<file path="src/rtl/vme_reg_bank.sv">
`default_nettype none
// ============================================================================
// vme_reg_bank : VME register bank with address decode, per-register reset
//                values and error acknowledge for unmapped word addresses.
//                Optional per-register write strobe: VME_REG_BANK_WSTROBE_EN
// Revision     : 1.0
// ============================================================================
module vme_reg_bank #(
   parameter int                         NREGS      = 4,
   parameter int                         REG_WIDTH  = 16,
   parameter int                         ADDR_WIDTH = 2,
   parameter logic [NREGS*REG_WIDTH-1:0] RESET_VALS = '0
) (
   input  logic                         Clk,
   input  logic                         rst_n,
   input  logic [ADDR_WIDTH-1:0]        VMEAddr,
   input  logic [31:0]                  VMEWrData,
   input  logic                         VMEWrMem,
   input  logic                         VMERdMem,
   output logic [31:0]                  VMERdData,
   output logic                         VMERdDone,
   output logic                         VMEWrDone,
   output logic                         VMERdError,
   output logic                         VMEWrError,
   output logic [NREGS*REG_WIDTH-1:0]   regs_o
`ifdef VME_REG_BANK_WSTROBE_EN
   ,
   output logic [NREGS-1:0]             wr_strobe_o
`endif
);

   // Full-width compare so address bits above clog2(NREGS) never alias
   localparam logic [ADDR_WIDTH:0] c_NREGS = NREGS[ADDR_WIDTH:0];

   logic                  wr_req_d0_q;
   logic [ADDR_WIDTH-1:0] wr_adr_d0_q;
   logic [REG_WIDTH-1:0]  wr_dat_d0_q;
   logic [REG_WIDTH-1:0]  regs_q [NREGS];
   logic                  wr_done_q;
   logic                  wr_err_q;
   logic                  rd_done_q;
   logic                  rd_err_q;
   logic [31:0]           rd_dat_q;
   logic [31:0]           rd_dat_d;
   logic [NREGS-1:0]      w_wr_hit;
   logic                  w_wr_mapped;
   logic                  w_rd_mapped;
   logic                  w_unused_wdata;

   assign w_unused_wdata = ^VMEWrData;

   always_ff @(posedge Clk or negedge rst_n) begin
      if (!rst_n) begin
         wr_req_d0_q <= 1'b0;
         wr_adr_d0_q <= '0;
         wr_dat_d0_q <= '0;
      end else begin
         wr_req_d0_q <= VMEWrMem;
         wr_adr_d0_q <= VMEAddr;
         wr_dat_d0_q <= VMEWrData[REG_WIDTH-1:0];
      end
   end

   assign w_wr_mapped = ({1'b0, wr_adr_d0_q} < c_NREGS);

   always_ff @(posedge Clk or negedge rst_n) begin
      if (!rst_n) begin
         wr_done_q <= 1'b0;
         wr_err_q  <= 1'b0;
      end else begin
         wr_done_q <= wr_req_d0_q;
         wr_err_q  <= wr_req_d0_q & ~w_wr_mapped;
      end
   end

   for (genvar i = 0; i < NREGS; i++) begin : g_reg
      localparam logic [ADDR_WIDTH-1:0] c_IDX = ADDR_WIDTH'(i);

      assign w_wr_hit[i] = wr_req_d0_q && (wr_adr_d0_q == c_IDX);

      always_ff @(posedge Clk or negedge rst_n) begin
         if (!rst_n) begin
            regs_q[i] <= RESET_VALS[i*REG_WIDTH +: REG_WIDTH];
         end else if (w_wr_hit[i]) begin
            regs_q[i] <= wr_dat_d0_q;
         end
      end

      assign regs_o[i*REG_WIDTH +: REG_WIDTH] = regs_q[i];
   end

`ifdef VME_REG_BANK_WSTROBE_EN
   logic [NREGS-1:0] wr_strobe_q;

   always_ff @(posedge Clk or negedge rst_n) begin
      if (!rst_n) begin
         wr_strobe_q <= '0;
      end else begin
         wr_strobe_q <= w_wr_hit;
      end
   end

   assign wr_strobe_o = wr_strobe_q;
`endif

   // Unmapped addresses match no index and so read back as zero
   always_comb begin
      rd_dat_d = '0;
      for (int i = 0; i < NREGS; i++) begin
         if (VMEAddr == ADDR_WIDTH'(i)) begin
            rd_dat_d = 32'(regs_q[i]);
         end
      end
   end

   assign w_rd_mapped = ({1'b0, VMEAddr} < c_NREGS);

   always_ff @(posedge Clk or negedge rst_n) begin
      if (!rst_n) begin
         rd_done_q <= 1'b0;
         rd_err_q  <= 1'b0;
         rd_dat_q  <= '0;
      end else begin
         rd_done_q <= VMERdMem;
         rd_err_q  <= VMERdMem & ~w_rd_mapped;
         if (VMERdMem) begin
            rd_dat_q <= rd_dat_d;
         end
      end
   end

   assign VMERdData  = rd_dat_q;
   assign VMERdDone  = rd_done_q;
   assign VMERdError = rd_err_q;
   assign VMEWrDone  = wr_done_q;
   assign VMEWrError = wr_err_q;

endmodule
`default_nettype wire

</file>
<file path="config.mk">
export PLATFORM = sky130hd
export DESIGN_NAME = vme_reg_bank
export DESIGN_NICKNAME = d
export VERILOG_FILES = /design/src/rtl/vme_reg_bank.sv
export SDC_FILE = /design/constraint.sdc
export NUM_CORES = 1
export LEC_CHECK = 0
export ABC_AREA = 1
export CAP_MARGIN = 20
export CORE_UTILIZATION = 30
export DETAILED_ROUTE_END_ITERATION = 8
export HOLD_SLACK_MARGIN = 0.05
export SLEW_MARGIN = 20
export SYNTH_ARGS = -nofsm -noshare
export SYNTH_HDL_FRONTEND = slang
export SYNTH_SLANG_ARGS = --single-unit
</file>
<file path="constraint.sdc">
create_clock -name Clk -period 1.2 [get_ports Clk]
set_input_delay 0.24 -clock Clk [delete_from_list [all_inputs] [get_ports Clk]]
set_output_delay 0.24 -clock Clk [all_outputs]
set_load 0.01 [all_outputs]
</file>
== Word level (Yosys, flattened, before mapping) ==
Cells that the tools add are included.
Storage, ports and cells
  register bits after elaboration: 117
  bits in latches: 0
  memory bits (writable): 0
  ROM bits: 0
  bits of input ports: 38
  output and inout port bits: 100
  word-level logic and storage cells: 26
  memories kept: 0
Operators by class
  add/sub/neg operators: 0
  $mul: 0
  div/mod/pow operators: 0
  order comparisons: 0
  equality and inequality tests: 6
  shifts and indexed selects: 0
  mux-type cells: 4
  bitwise operators: 0
  reductions and logical operators: 6
Operator list (count)
  2-to-1 mux 16 bit: 4
  equality test 2 bit (second input constant): 4
  equality test 2 x 1 -> 1 bit (second input constant): 2
  logical AND 1 bit: 4
  zero test 2 bit: 2

== Longest topological paths before layout ==
  depth in word-level cells: 5
  depth in mapped cells: 7
  gate-level depth less buffers: 5

== Worst setup path before layout ==
OpenSTA, ideal clock, no wires.
  path kind: flip-flop to flip-flop
  start: reg wr_adr_d0_q[1]
  end: reg regs_q, in the netlist regs_o[21]
  library setup time: 130 ps
  data arrival time: 843 ps
  data required time: 1070 ps
  slack: 227 ps
  stages on the path, launching flop included: 6
  path buffers: 1
  period minus slack after synthesis: 973 ps
  cell sequence: dfrtp_1 > inv_1 > nand3_1 > buf_2 > nand2_1 > o21ai_0
Between the ends
  cells in the longest elaborated chain, start to end: 2
RTL lines
  from (decl): RTL line 36  | logic [ADDR_WIDTH-1:0] wr_adr_d0_q;
  from (signal assigned): RTL line 59  | wr_adr_d0_q <= VMEAddr;
  equality test 2 x 1 -> 1 bit: RTL line 79  | assign w_wr_hit[i] = wr_req_d0_q && (wr_adr_d0_q == c_IDX);
  logical AND 1 bit: RTL line 79
  to (signal, indexed assignment): RTL line 83  | regs_q[i] <= RESET_VALS[i*REG_WIDTH +: REG_WIDTH];
  to (signal, indexed assignment): RTL line 85  | regs_q[i] <= wr_dat_d0_q;
  to (decl): RTL line 38  | logic [REG_WIDTH-1:0] regs_q [NREGS];
Every way passes these cells.
A chain may end at the register's enable or synchronous reset.

== Worst setup path after layout ==
  start: reg wr_done_q (netlist: VMEWrDone)
  end: out VMEWrDone
RTL lines
  from (decl): RTL line 39  | logic wr_done_q;
  from (signal assigned): RTL line 71  | wr_done_q <= wr_req_d0_q;
  to (decl): RTL line 22  | output logic VMEWrDone,
No word-level cell between the ends.

==> flow_summary.toml <==
[sta]
period_needed_ns = 1.174
fin_ws_ns = 0.02616
fmax_mhz = 851.9
skew_ns = 0.006684
finalCritPeriodShare_pct = 97.82
hold_violations = 0
setup-tns-final_ns = 0
maxSlewViolCount = 0
setup_violations = 0
rsz0062_at_grt = "no"

[clock_tree]
cts.sinks = 101
ctsHtreeMaxLevel = 3
cts_tree = "built"
tritoncts.num_buffers = 9
cts-root-to-sink-buffers = 2
insertion_delay_ns = 0.34
cts_root_buffer = "clkbuf_16"
cts.clk_slew.worst_paths_ns = 0.07

[floorplan]
fp-row-count = 42
coreArea_sq_um = 13300
die_h_um = 119.0
ios = 138
die_w_um = 119.0
start_util_pct = 30.87
dieArea_sq_um = 14150

[worst_hold_path]
hp-class = "input pin to flop"

[power]
p_leak_nw = 3.169
seqPwrFrac_pct = 45.1
ir_drop_v = 0.0006351
p_clk_share_pct = 28.9
power.density_nw_per_um2 = 1547
switching_power_w = 0.002738
combPwrFrac_pct = 25.9
intPower_w = 0.006472
p_sw_share_pct = 29.73

[synthesis]
synth_warnings = 0
synth.cell_area_sq_um = 4104
avgSynthCellArea_sq_um = 9.264
synth_top_cell_by_area = "dfrtp_1"
synth_cell_type_count = 15
synth_top_area_share_pct = 61.59
synthTopCellsByArea = "dfrtp_1, nand2_1, o21ai_0"
synth_cells = 443
synth_seq_area_share_pct = 61.59
synth.ff_latch_count = 101

[route]
wl_per_cell_um = 14.56
wl_met3_um = 658
vias = 3676
topRoutingLayerUsed = "met4"
ant_nets = 0
viasPerCell = 4.477
first_pass_iters = 7
wl_met2_mm = 5.483
m1WireLength_mm = 5.532
drt_iter0_drc = 286
drc = 0
routed_wl_mm = 11.96

[critical_path]
crit_buf_inv = 1
path_class = "flop to output port"
cp-end-kind = "output port"
cp.arrival_ns = 0.93
path_max_fanout = 1
crit_chain = "clkdlybuf4s15_1"
cp-start-kind = "flop"
cp_data_required_time_ns = 0.96
slowest_delay_ns = 0.37
critPathSlowestCell = "dfrtp_1"
crit_family = "flip-flops"

[run_status]
status = "complete, no violations"

[cells_and_area]
fill_cells = 1332
diodes = 0
drive_gt1_share_pct = 32.09
final_common_cell = "nand2_1"
fin_nets = 678
final_cell_mix = "nand2_1, dfrtp_1, buf_4"
area_growth_pct = 45.06

[placed_design]
dp_worst_setup_slack_ns = -0.3668
routabilityCongestion = 0.8885
io_buffers = 103
hpwlAfterDp_mm = 8.778

[grt]
grt.overflow.total = 0
grt_pass1_vias = 3533
antenna_found_initial = 0
grt_pass1_wl_mm = 18.77
grt_max_degree = 33
grt_usage_pct = 17.20

[flow_run]
maxCapViolations = 0
[synthesized netlist by cell type]
master	n
nand2_1	130
dfrtp_1	101
o21ai_0	57
nand3_1	34
nor2_1	34
o21ai_1	23
inv_1	20
buf_4	18
buf_2	10
buf_6	6
clkbuf_1	6
clkbuf_2	1
conb_1	1
nand2_4	1
nor2_8	1
[metal layers]
layer,up-vias,global-route usage [%]
met5,-,0
met4,0,7.120
met3,17,3.736
met2,137,25.88
met1,1736,23.93
li1,1786,-
[path summary, 6_finish.rpt]
path                               start             end  slack [ns]  cells past startpoint
setup / recovery               VMEWrDone       VMEWrDone        0.03                      1
hold / removal                VMEAddr[0]  wr_adr_d0_q[0]        0.29                      2
setup reg to reg              regs_o[26]   VMERdData[10]        0.09                      6
hold reg to reg            VMERdData[14]   VMERdData[14]        0.48                      2
max in group asynchronous          rst_n      regs_o[33]        0.35                      3
min in group asynchronous          rst_n      regs_o[16]        0.34                      2
[cells by family (layout without fill, tap and decap cells)]
logic type             after synthesis  count (layout)  share of synthesized area, %
and+or+nand+nor                    200             201                         19.91
other                                1              18                       0.09138
buffers and inverters               61             245                         8.658
DFF                                101             101                         61.59
AOI/OAI and AO/OA                   80              80                         9.756
[power by group through the flow]
| stage | logic (W) | registers, W | clock network (W) |
|---|---|---|---|
| after floorplan | 0.000636 | 0.00442 | 0 |
| after global placement | 0.00249 | 0.00426 | 0 |
| after detailed placement | 0.00251 | 0.00427 | 0 |
| after CTS | 0.00242 | 0.00416 | 0.00275 |
| after global routing | 0.00263 | 0.00421 | 0.00286 |
| final | 0.00239 | 0.00416 | 0.00266 |
[flip-flops by register name (all words and copies together) (netlist names)]
signal	count
regs_o	64
VMERdData	16
wr_dat_d0_q	16
wr_adr_d0_q	2
VMERdDone	1
VMEWrDone	1
wr_req_d0_q	1
[layout make-up]
type | count | area (sq um) | area share, %
Inverter | 20 | 78.83 | 1.324
Timing Repair Buffer | 209 | 1549 | 26.02
Multi-Input combinational cell | 299 | 1309 | 21.98
Clock inverter | 5 | 36.28 | 0.6095
Clock buffer | 11 | 232.7 | 3.909
Sequential cell | 101 | 2527 | 42.45
Tap cell | 176 | 220.2 | 3.699
[what timing repair did]
item | in CTS | in global routing
endpoints found under the setup margin | 87 | 37
pin swaps | 1 | 2
cloned | 0 | 1
hold buffers | 1 | 0
endpoints found under the hold margin | 16 | 0
buffers inserted | 28 | 6
resized for setup | 308 | 28
[through the flow]
step	cells	cell area [sq um]	hold WS (ns)	power [W]	utilization, %
global placement	769	5782	0.1629	0.006744	43.49
CTS	814	5977	0.3239	0.009329	44.96
global route	821	5953	0.3005	0.009688	44.78
floorplan	460	4168	-0.05559	0.005059	-
finish	821	5953	0.2944	0.009210	44.78
detailed placement	769	5782	0.1629	0.006781	43.49
(Power assumes the default switching activity.)
